## src/rtl/key_debounce_array_if.sv

```systemverilog
// Pad-side bundle of the key debounce array: raw pad levels in, debounced level and pulses out.
interface key_debounce_array_if #(
  parameter int N_KEYS = 8
);
  logic [N_KEYS-1:0] raw_keys;
  logic [N_KEYS-1:0] key_level;
  logic [N_KEYS-1:0] key_press;
  logic [N_KEYS-1:0] key_release;
  logic [N_KEYS-1:0] key_change;

  modport master (
    output raw_keys,
    input  key_level,
    input  key_press,
    input  key_release,
    input  key_change
  );

  modport slave (
    input  raw_keys,
    output key_level,
    output key_press,
    output key_release,
    output key_change
  );
endinterface

```

## src/rtl/key_debounce_array.sv

```systemverilog
// Multi-channel key front end: 2-flop synchroniser, counter debouncer, registered press/release/change pulses.
// Optional hold-to-repeat per REPEAT_MASK channel when KEY_AUTOREPEAT_EN is defined.
//   state   | meaning
//   RP_IDLE | key released, no repeat timing
//   RP_HOLD | key held, rpc counts toward next repeat pulse
module key_debounce_array #(
  parameter int          N_KEYS          = 8,
  parameter int          DEBOUNCE_CYCLES = 2500000,
  parameter int          CNT_W           = 22,
  parameter bit          ACTIVE_LEVEL    = 1'b1,
  parameter logic [31:0] REPEAT_MASK     = 32'h0000_000B,
  parameter int          REPEAT_DELAY    = 12500000,
  parameter int          REPEAT_PERIOD   = 2500000
) (
  input logic              CLK_25M,
  input logic              RST,
  key_debounce_array_if.slave kif
);

  // Raw level that means "released"; the synchroniser resets here so reset looks like all keys up.
  localparam logic [N_KEYS-1:0] IDLE_RAW = {N_KEYS{~ACTIVE_LEVEL}};
  localparam logic [CNT_W-1:0]  DBC_LAST = CNT_W'(DEBOUNCE_CYCLES - 1);

  logic [N_KEYS-1:0] sync1_q;
  logic [N_KEYS-1:0] sync2_q;
  logic [N_KEYS-1:0] key_s;

  always_ff @(posedge CLK_25M or posedge RST) begin
    if (RST) begin
      sync1_q <= IDLE_RAW;
      sync2_q <= IDLE_RAW;
    end else begin
      sync1_q <= kif.raw_keys;
      sync2_q <= sync1_q;
    end
  end

  assign key_s = sync2_q ^ IDLE_RAW;

`ifdef KEY_AUTOREPEAT_EN
  typedef enum logic {
    RP_IDLE = 1'b0,
    RP_HOLD = 1'b1
  } rp_state_t;

  localparam logic [CNT_W-1:0] DLY_LAST = CNT_W'(REPEAT_DELAY - 1);
  localparam logic [CNT_W-1:0] PER_LAST = CNT_W'(REPEAT_PERIOD - 1);
`else
  logic unused_repeat_cfg;
  assign unused_repeat_cfg = ^{REPEAT_MASK, 32'(REPEAT_DELAY), 32'(REPEAT_PERIOD)};
`endif

  for (genvar i = 0; i < N_KEYS; i++) begin : g_ch
    logic [CNT_W-1:0] dbc_q;
    logic [CNT_W-1:0] dbc_d;
    logic             level_q;
    logic             level_d;
    logic             accept;
    logic             rep_fire;
    logic             press_q;
    logic             release_q;
    logic             change_q;

    // Any sample matching the current level restarts the count: no partial credit for glitches.
    always_comb begin
      dbc_d   = dbc_q;
      level_d = level_q;
      accept  = 1'b0;
      if (key_s[i] == level_q) begin
        dbc_d = '0;
      end else if (dbc_q == DBC_LAST) begin
        level_d = key_s[i];
        dbc_d   = '0;
        accept  = 1'b1;
      end else begin
        dbc_d = dbc_q + 1'b1;
      end
    end

    always_ff @(posedge CLK_25M or posedge RST) begin
      if (RST) begin
        dbc_q     <= '0;
        level_q   <= 1'b0;
        press_q   <= 1'b0;
        release_q <= 1'b0;
        change_q  <= 1'b0;
      end else begin
        dbc_q     <= dbc_d;
        level_q   <= level_d;
        press_q   <= (accept & level_d) | rep_fire;
        release_q <= accept & ~level_d;
        change_q  <= accept;
      end
    end

`ifdef KEY_AUTOREPEAT_EN
    if (REPEAT_MASK[i]) begin : g_rep
      rp_state_t        rp_q;
      rp_state_t        rp_d;
      logic [CNT_W-1:0] rpc_q;
      logic [CNT_W-1:0] rpc_d;
      logic             first_q;
      logic             first_d;
      logic [CNT_W-1:0] rpc_last;

      // The first repeat waits the longer hold delay, later ones use the period.
      assign rpc_last = first_q ? DLY_LAST : PER_LAST;

      always_comb begin
        rp_d     = rp_q;
        rpc_d    = rpc_q;
        first_d  = first_q;
        rep_fire = 1'b0;
        case (rp_q)
          RP_IDLE: begin
            if (accept && level_d) begin
              rp_d    = RP_HOLD;
              rpc_d   = '0;
              first_d = 1'b1;
            end
          end
          RP_HOLD: begin
            if (accept && !level_d) begin
              rp_d  = RP_IDLE;
              rpc_d = '0;
            end else if (rpc_q == rpc_last) begin
              rep_fire = 1'b1;
              rpc_d    = '0;
              first_d  = 1'b0;
            end else begin
              rpc_d = rpc_q + 1'b1;
            end
          end
          default: begin
            rp_d  = RP_IDLE;
            rpc_d = '0;
          end
        endcase
      end

      always_ff @(posedge CLK_25M or posedge RST) begin
        if (RST) begin
          rp_q    <= RP_IDLE;
          rpc_q   <= '0;
          first_q <= 1'b0;
        end else begin
          rp_q    <= rp_d;
          rpc_q   <= rpc_d;
          first_q <= first_d;
        end
      end
    end else begin : g_norep
      assign rep_fire = 1'b0;
    end
`else
    assign rep_fire = 1'b0;
`endif

    assign kif.key_level[i]   = level_q;
    assign kif.key_press[i]   = press_q;
    assign kif.key_release[i] = release_q;
    assign kif.key_change[i]  = change_q;
  end

endmodule

```

## src/flat_wrapper.sv

```systemverilog
// flat-port wrapper written by rule: the top's interface ports become plain ports
module key_debounce_array_flat 
#(
  parameter int          N_KEYS          = 8,
  parameter int          DEBOUNCE_CYCLES = 2500000,
  parameter int          CNT_W           = 22,
  parameter bit          ACTIVE_LEVEL    = 1'b1,
  parameter logic [31:0] REPEAT_MASK     = 32'h0000_000B,
  parameter int          REPEAT_DELAY    = 12500000,
  parameter int          REPEAT_PERIOD   = 2500000
)
  (CLK_25M, RST, kif_raw_keys, kif_key_level, kif_key_press, kif_key_release, kif_key_change);
  key_debounce_array_if #(.N_KEYS(N_KEYS)) kif_i ();
  input logic CLK_25M;
  input logic RST;
  input wire logic [$bits(kif_i.raw_keys)-1:0] kif_raw_keys;
  output wire logic [$bits(kif_i.key_level)-1:0] kif_key_level;
  output wire logic [$bits(kif_i.key_press)-1:0] kif_key_press;
  output wire logic [$bits(kif_i.key_release)-1:0] kif_key_release;
  output wire logic [$bits(kif_i.key_change)-1:0] kif_key_change;
  assign kif_i.raw_keys = kif_raw_keys;
  assign kif_key_level = kif_i.key_level;
  assign kif_key_press = kif_i.key_press;
  assign kif_key_release = kif_i.key_release;
  assign kif_key_change = kif_i.key_change;
  key_debounce_array #(.N_KEYS(N_KEYS), .DEBOUNCE_CYCLES(DEBOUNCE_CYCLES), .CNT_W(CNT_W), .ACTIVE_LEVEL(ACTIVE_LEVEL), .REPEAT_MASK(REPEAT_MASK), .REPEAT_DELAY(REPEAT_DELAY), .REPEAT_PERIOD(REPEAT_PERIOD)) u_core (.CLK_25M(CLK_25M), .RST(RST), .kif(kif_i));
endmodule
```

## config.mk

```make
export PLATFORM = sky130hd
export DESIGN_NAME = key_debounce_array_flat
export DESIGN_NICKNAME = d
export VERILOG_FILES = /design/src/rtl/key_debounce_array_if.sv /design/src/rtl/key_debounce_array.sv /design/src/flat_wrapper.sv
export SDC_FILE = /design/constraint.sdc
export NUM_CORES = 1
export LEC_CHECK = 0
export ABC_AREA = 1
export BUFFER_PORTS_ARGS = -buffer_cell sky130_fd_sc_hd__buf_2
export CORE_MARGIN = 8
export CORE_UTILIZATION = 65
export CTS_CLUSTER_SIZE = 10
export DETAILED_ROUTE_END_ITERATION = 10
export PLACE_DENSITY = 0.94
export RECOVER_POWER = 100
export SLEW_MARGIN = 10
export SYNTH_ARGS = -nofsm -noshare
export SYNTH_HDL_FRONTEND = slang
export SYNTH_SLANG_ARGS = --single-unit
```

## constraint.sdc

```tcl
create_clock -name CLK_25M -period 21.7 [get_ports CLK_25M]
set_clock_uncertainty 0.1 [all_clocks]
set_input_delay 5.425 -clock CLK_25M [delete_from_list [all_inputs] [get_ports CLK_25M]]
set_output_delay 5.425 -clock CLK_25M [all_outputs]
set_load 0.02 [all_outputs]
```

; ---- Word level (Yosys, flattened, before mapping)
; Cells that the tools add are included.
[op_classes]
n_bitwise = 24
n_eq_ne = 16
add_sub_neg = 8
mux = 48
[op_table]
columns = cell, n
row1 = 22-bit 2-to-1 mux, 16
row2 = 22-bit by 1-bit adder with 22-bit output (second input constant), 8
row3 = 22-bit equality test (second input constant), 8
row4 = 1-bit 2-to-1 mux, 32
row5 = 1-bit bitwise AND, 16
row6 = 1-bit equality test, 8
row7 = 1-bit inverter, 8
[word_totals]
inputBits = 10
elab_cells = 138
register_bits = 224

; ---- Depth between registers and ports, before layout
[depth]
depth_word = 5
mapped_depth = 9

; ---- Worst setup path after synthesis
; No wires, ideal clock.
[synth_path]
path_kind = flip-flop to output port
startpoint = register u_core.g_ch[2].level_q
endpoint = output kif_key_level[2]
n_path_buf = 1
stages_incl_launch_ff = 2
setup_slack_ns = 15.627
t_arrival_ns = 0.548
t_required_ns = 16.175
path_cell_list = dfrtp_1 > buf_4
[synth_rtl]
columns = element, line
row1 = from (decl), key_debounce_array.sv:56  ; logic level_q;
row2 = from (signal assigned), key_debounce_array.sv:89  ; level_q <= level_d;
row3 = to (decl), flat_wrapper.sv:17  ; output wire logic [$bits(kif_i.key_level)-1:0] kif_key_level;
; No word-level cell between the ends.

==> results_dict.tcl <==
set metrics [dict create \
    outcome "complete, but fails checks" \
    violations "capacitance limit, slew limit" \
    post_cts_buffers 0 \
    post_dp_cell_area_um2 12000 \
    htree_num_levels 1 \
    crit_path_start_kind "input port" \
    rsz0062_at_grt "false" \
    wl_met3_mm 1.46 \
    syn_nets 1538 \
    grt_pass1_vias 9450 \
    wl_met2_mm 12.1 \
    postSynthAreaPerCell_um2 7.83 \
    cts_buffers 26 \
    critPathCaptureType "asynchronous set/reset pin" \
    initial_core_util_pct 66.2 \
    drive_above_1_share_pct 4.79 \
    wl_met1_mm 10.1 \
    dp_hpwl_mm 16.9 \
    gr-total-overflow 0 \
    cp.required_ns 21.37 \
    vias_per_cell 5.38 \
    antenna_found_initial 1 \
    die_y_um 151 \
    crit_arrival_ns 11.96 \
    clkSlewWorstSetupHoldPaths_ns 0.05 \
    grt_pass1_wl_mm 41.7 \
    clk_latency_ns 0.52 \
    grt_use_total_pct 21.8 \
    period_share_pct 56.7 \
    cpPeakStageDelay_ns 3.53 \
    cts_tree "done" \
    cts.sinks 224 \
    path_cells "buf_2, clkinvlp_2, clkbuf_1" \
    numPortBuffers 41 \
    totalWireLength_mm 24.3 \
    dpl.cell_count 1743 \
    fmax_mhz 81.3 \
    cts_root_buf "clkbuf_16" \
    ant_nets 0 \
    dieArea_um2 22800 \
    core-area_um2 17900 \
    yosysWarnings 0 \
    grt_max_degree 153 \
    tns_ns 0 \
    worst_pin_slew_ns 6.41 \
    hold_class "reg2reg" \
    peakVddDrop_mv 0.0702 \
    finalPower_uw 832 \
    ys_seq_area_share_pct 47.3 \
    maxCapViolCount 2 \
    clock_path_buffers 3 \
    drcViolationCount 0 \
    drt-wirelength-per-cell_um 13.7 \
    top_layer "met5" \
    antenna_cells 0 \
    p_per_area_nw_per_um2 66.2 \
    layout.nets 1568 \
    leakage_nw 5.51 \
    finalCriticalPeriod_ns 12.30 \
    syn_inst 1512 \
    syn-cell-area_um2 11800 \
    io_pins 42 \
    ctsResizeCount 0 \
    max_slew_margin_pct -330 \
    area_delta_synth_final_pct 6.15 \
    fin_ws_ns 9.40 \
    route.vias.total 9540 \
    seq_area_um2 5610 \
    synth_cell_types 28 \
    preCtsSetupSlack_ns 14.31 \
    placementRows 49 \
    firstDrtPassIters 7 \
    fin_cells 1774 \
    nFillCells 1354 \
    path_class "in2async" \
    maxSlewViolCount 227 \
    cpMaxStageDelayCell "clkinvlp_2" \
    final_area_um2 12600 \
    floorplan.die.width_um 151 \
    yosys_register_bits 224 \
    final-setup-viol-count 0 \
    drt-initial-drc-count 749 \
    cts_hold_buf 0 \
    path_max_fanout 152 \
    hold_viol 0 \
    place.gp.congestion 0.918 \
    multi_input_area_um2 5190 \
]
## state kept, by name, summed over array words and instances (netlist names)
register and flops:
u_core.g_ch.dbc_q 176, u_core.key_s 8, u_core.g_ch.press_q 8, u_core.sync1_q 8
u_core.g_ch.release_q 8, u_core.g_ch.level_q 8, u_core.g_ch.change_q 8
## synthesized netlist by cell type, drive strengths merged
cell / count / area (um^2)
nand3: 117 / 633
ha: 16 / 200
clkbuf: 3 / 11.3
o21ai: 6 / 30.0
xor2: 64 / 561
nor2b: 1 / 6.26
buf: 37 / 293
nand4: 23 / 144
dfrtp: 224 / 5610
nor3: 35 / 200
and2: 9 / 56.3
inv: 161 / 607
a21oi: 32 / 171
xnor2: 44 / 385
o21bai: 1 / 7.51
nand2: 294 / 1140
nor2: 445 / 1790
## metrics by stage
stage / util (%) / hold WS, ns
3_5_place_dp: 67.3 / 0.236
3_3_place_gp: 67.3 / 0.233
2_1_floorplan: - / 0.231
6_report: 70.2 / 0.245
5_1_grt: 70.2 / 0.264
4_1_cts: 71.3 / 0.248
## final timing paths
| kind | startpoint | endpoint | slack, ns | depth (start not counted) |
|---|---|---|---|---|
| max | RST | u_core.g_ch[1].dbc_q[8]$_DFF_PP0_ | 9.40 | 3 |
| min | u_core.sync1_q[5]$_DFF_PP0_ | u_core.key_s[5]$_DFF_PP0_ | 0.25 | 0 |
| max reg2reg | u_core.g_ch[2].dbc_q[0]$_DFF_PP0_ | u_core.g_ch[2].dbc_q[2]$_DFF_PP0_ | 19.21 | 8 |
| min reg2reg | u_core.sync1_q[5]$_DFF_PP0_ | u_core.key_s[5]$_DFF_PP0_ | 0.25 | 0 |
| max in group CLK_25M | u_core.g_ch[1].level_q$_DFF_PP0_ | kif_key_level[1] | 15.01 | 1 |
| min in group asynchronous | RST | u_core.sync1_q[6]$_DFF_PP0_ | 6.81 | 2 |
## metal layers
layer  vias up  track usage, %
met5         -               0
met4         2            7.67
met3        63            3.32
met2       325            38.5
met1      4442            26.6
li1       4708               -
## worst max-delay path, delay by kind of cell
kind	cells	cell delay [ns]
buffers and inverters	3	6.45
## final cells by class
class / instances / share of cell area (%)
flip-flops and latches: 224 / 44.6
multi-input cells: 1087 / 41.3
clock buffers: 31 / 5.65
inverters: 161 / 4.83
well taps: 229 / 2.28
repair buffers: 42 / 1.34
## cell families after synthesis
family / count (synthesis) / share of synthesized area, %
xor gates and xnor gates: 108 / 7.99
buffers and inverters: 201 / 7.69
DFF: 224 / 47.3
AOI/OAI and AO/OA: 39 / 1.76
adders and majority gates: 16 / 1.69
and+or+nand+nor: 924 / 33.5
## where the power goes
group          switching [mW]  internal (mW)  leakage, nW
Clock                   0.153          0.225        0.349
Sequential            0.00506          0.424         3.07
Combinational          0.0196        0.00622         2.09
Total                   0.177          0.655         5.51
## placed cells by master (no fill, tap or decap), drive strengths merged, types with 6 or more instances in the layout
| cell type | synthesis | layout |
|---|---|---|
| buf | 37 | 9 |
| dfrtp | 224 | 224 |
| and2 | 9 | 9 |
| xnor2 | 44 | 44 |
| nand2 | 294 | 294 |
| a21oi | 32 | 32 |
| ha | 16 | 16 |
| inv | 161 | 159 |
| xor2 | 64 | 64 |
| nor2 | 445 | 445 |
| nor3 | 35 | 35 |
| nand3 | 117 | 117 |
| clkbuf | 3 | 64 |
| nand4 | 23 | 23 |
| o21ai | 6 | 6 |
(Power assumes the default switching activity.)
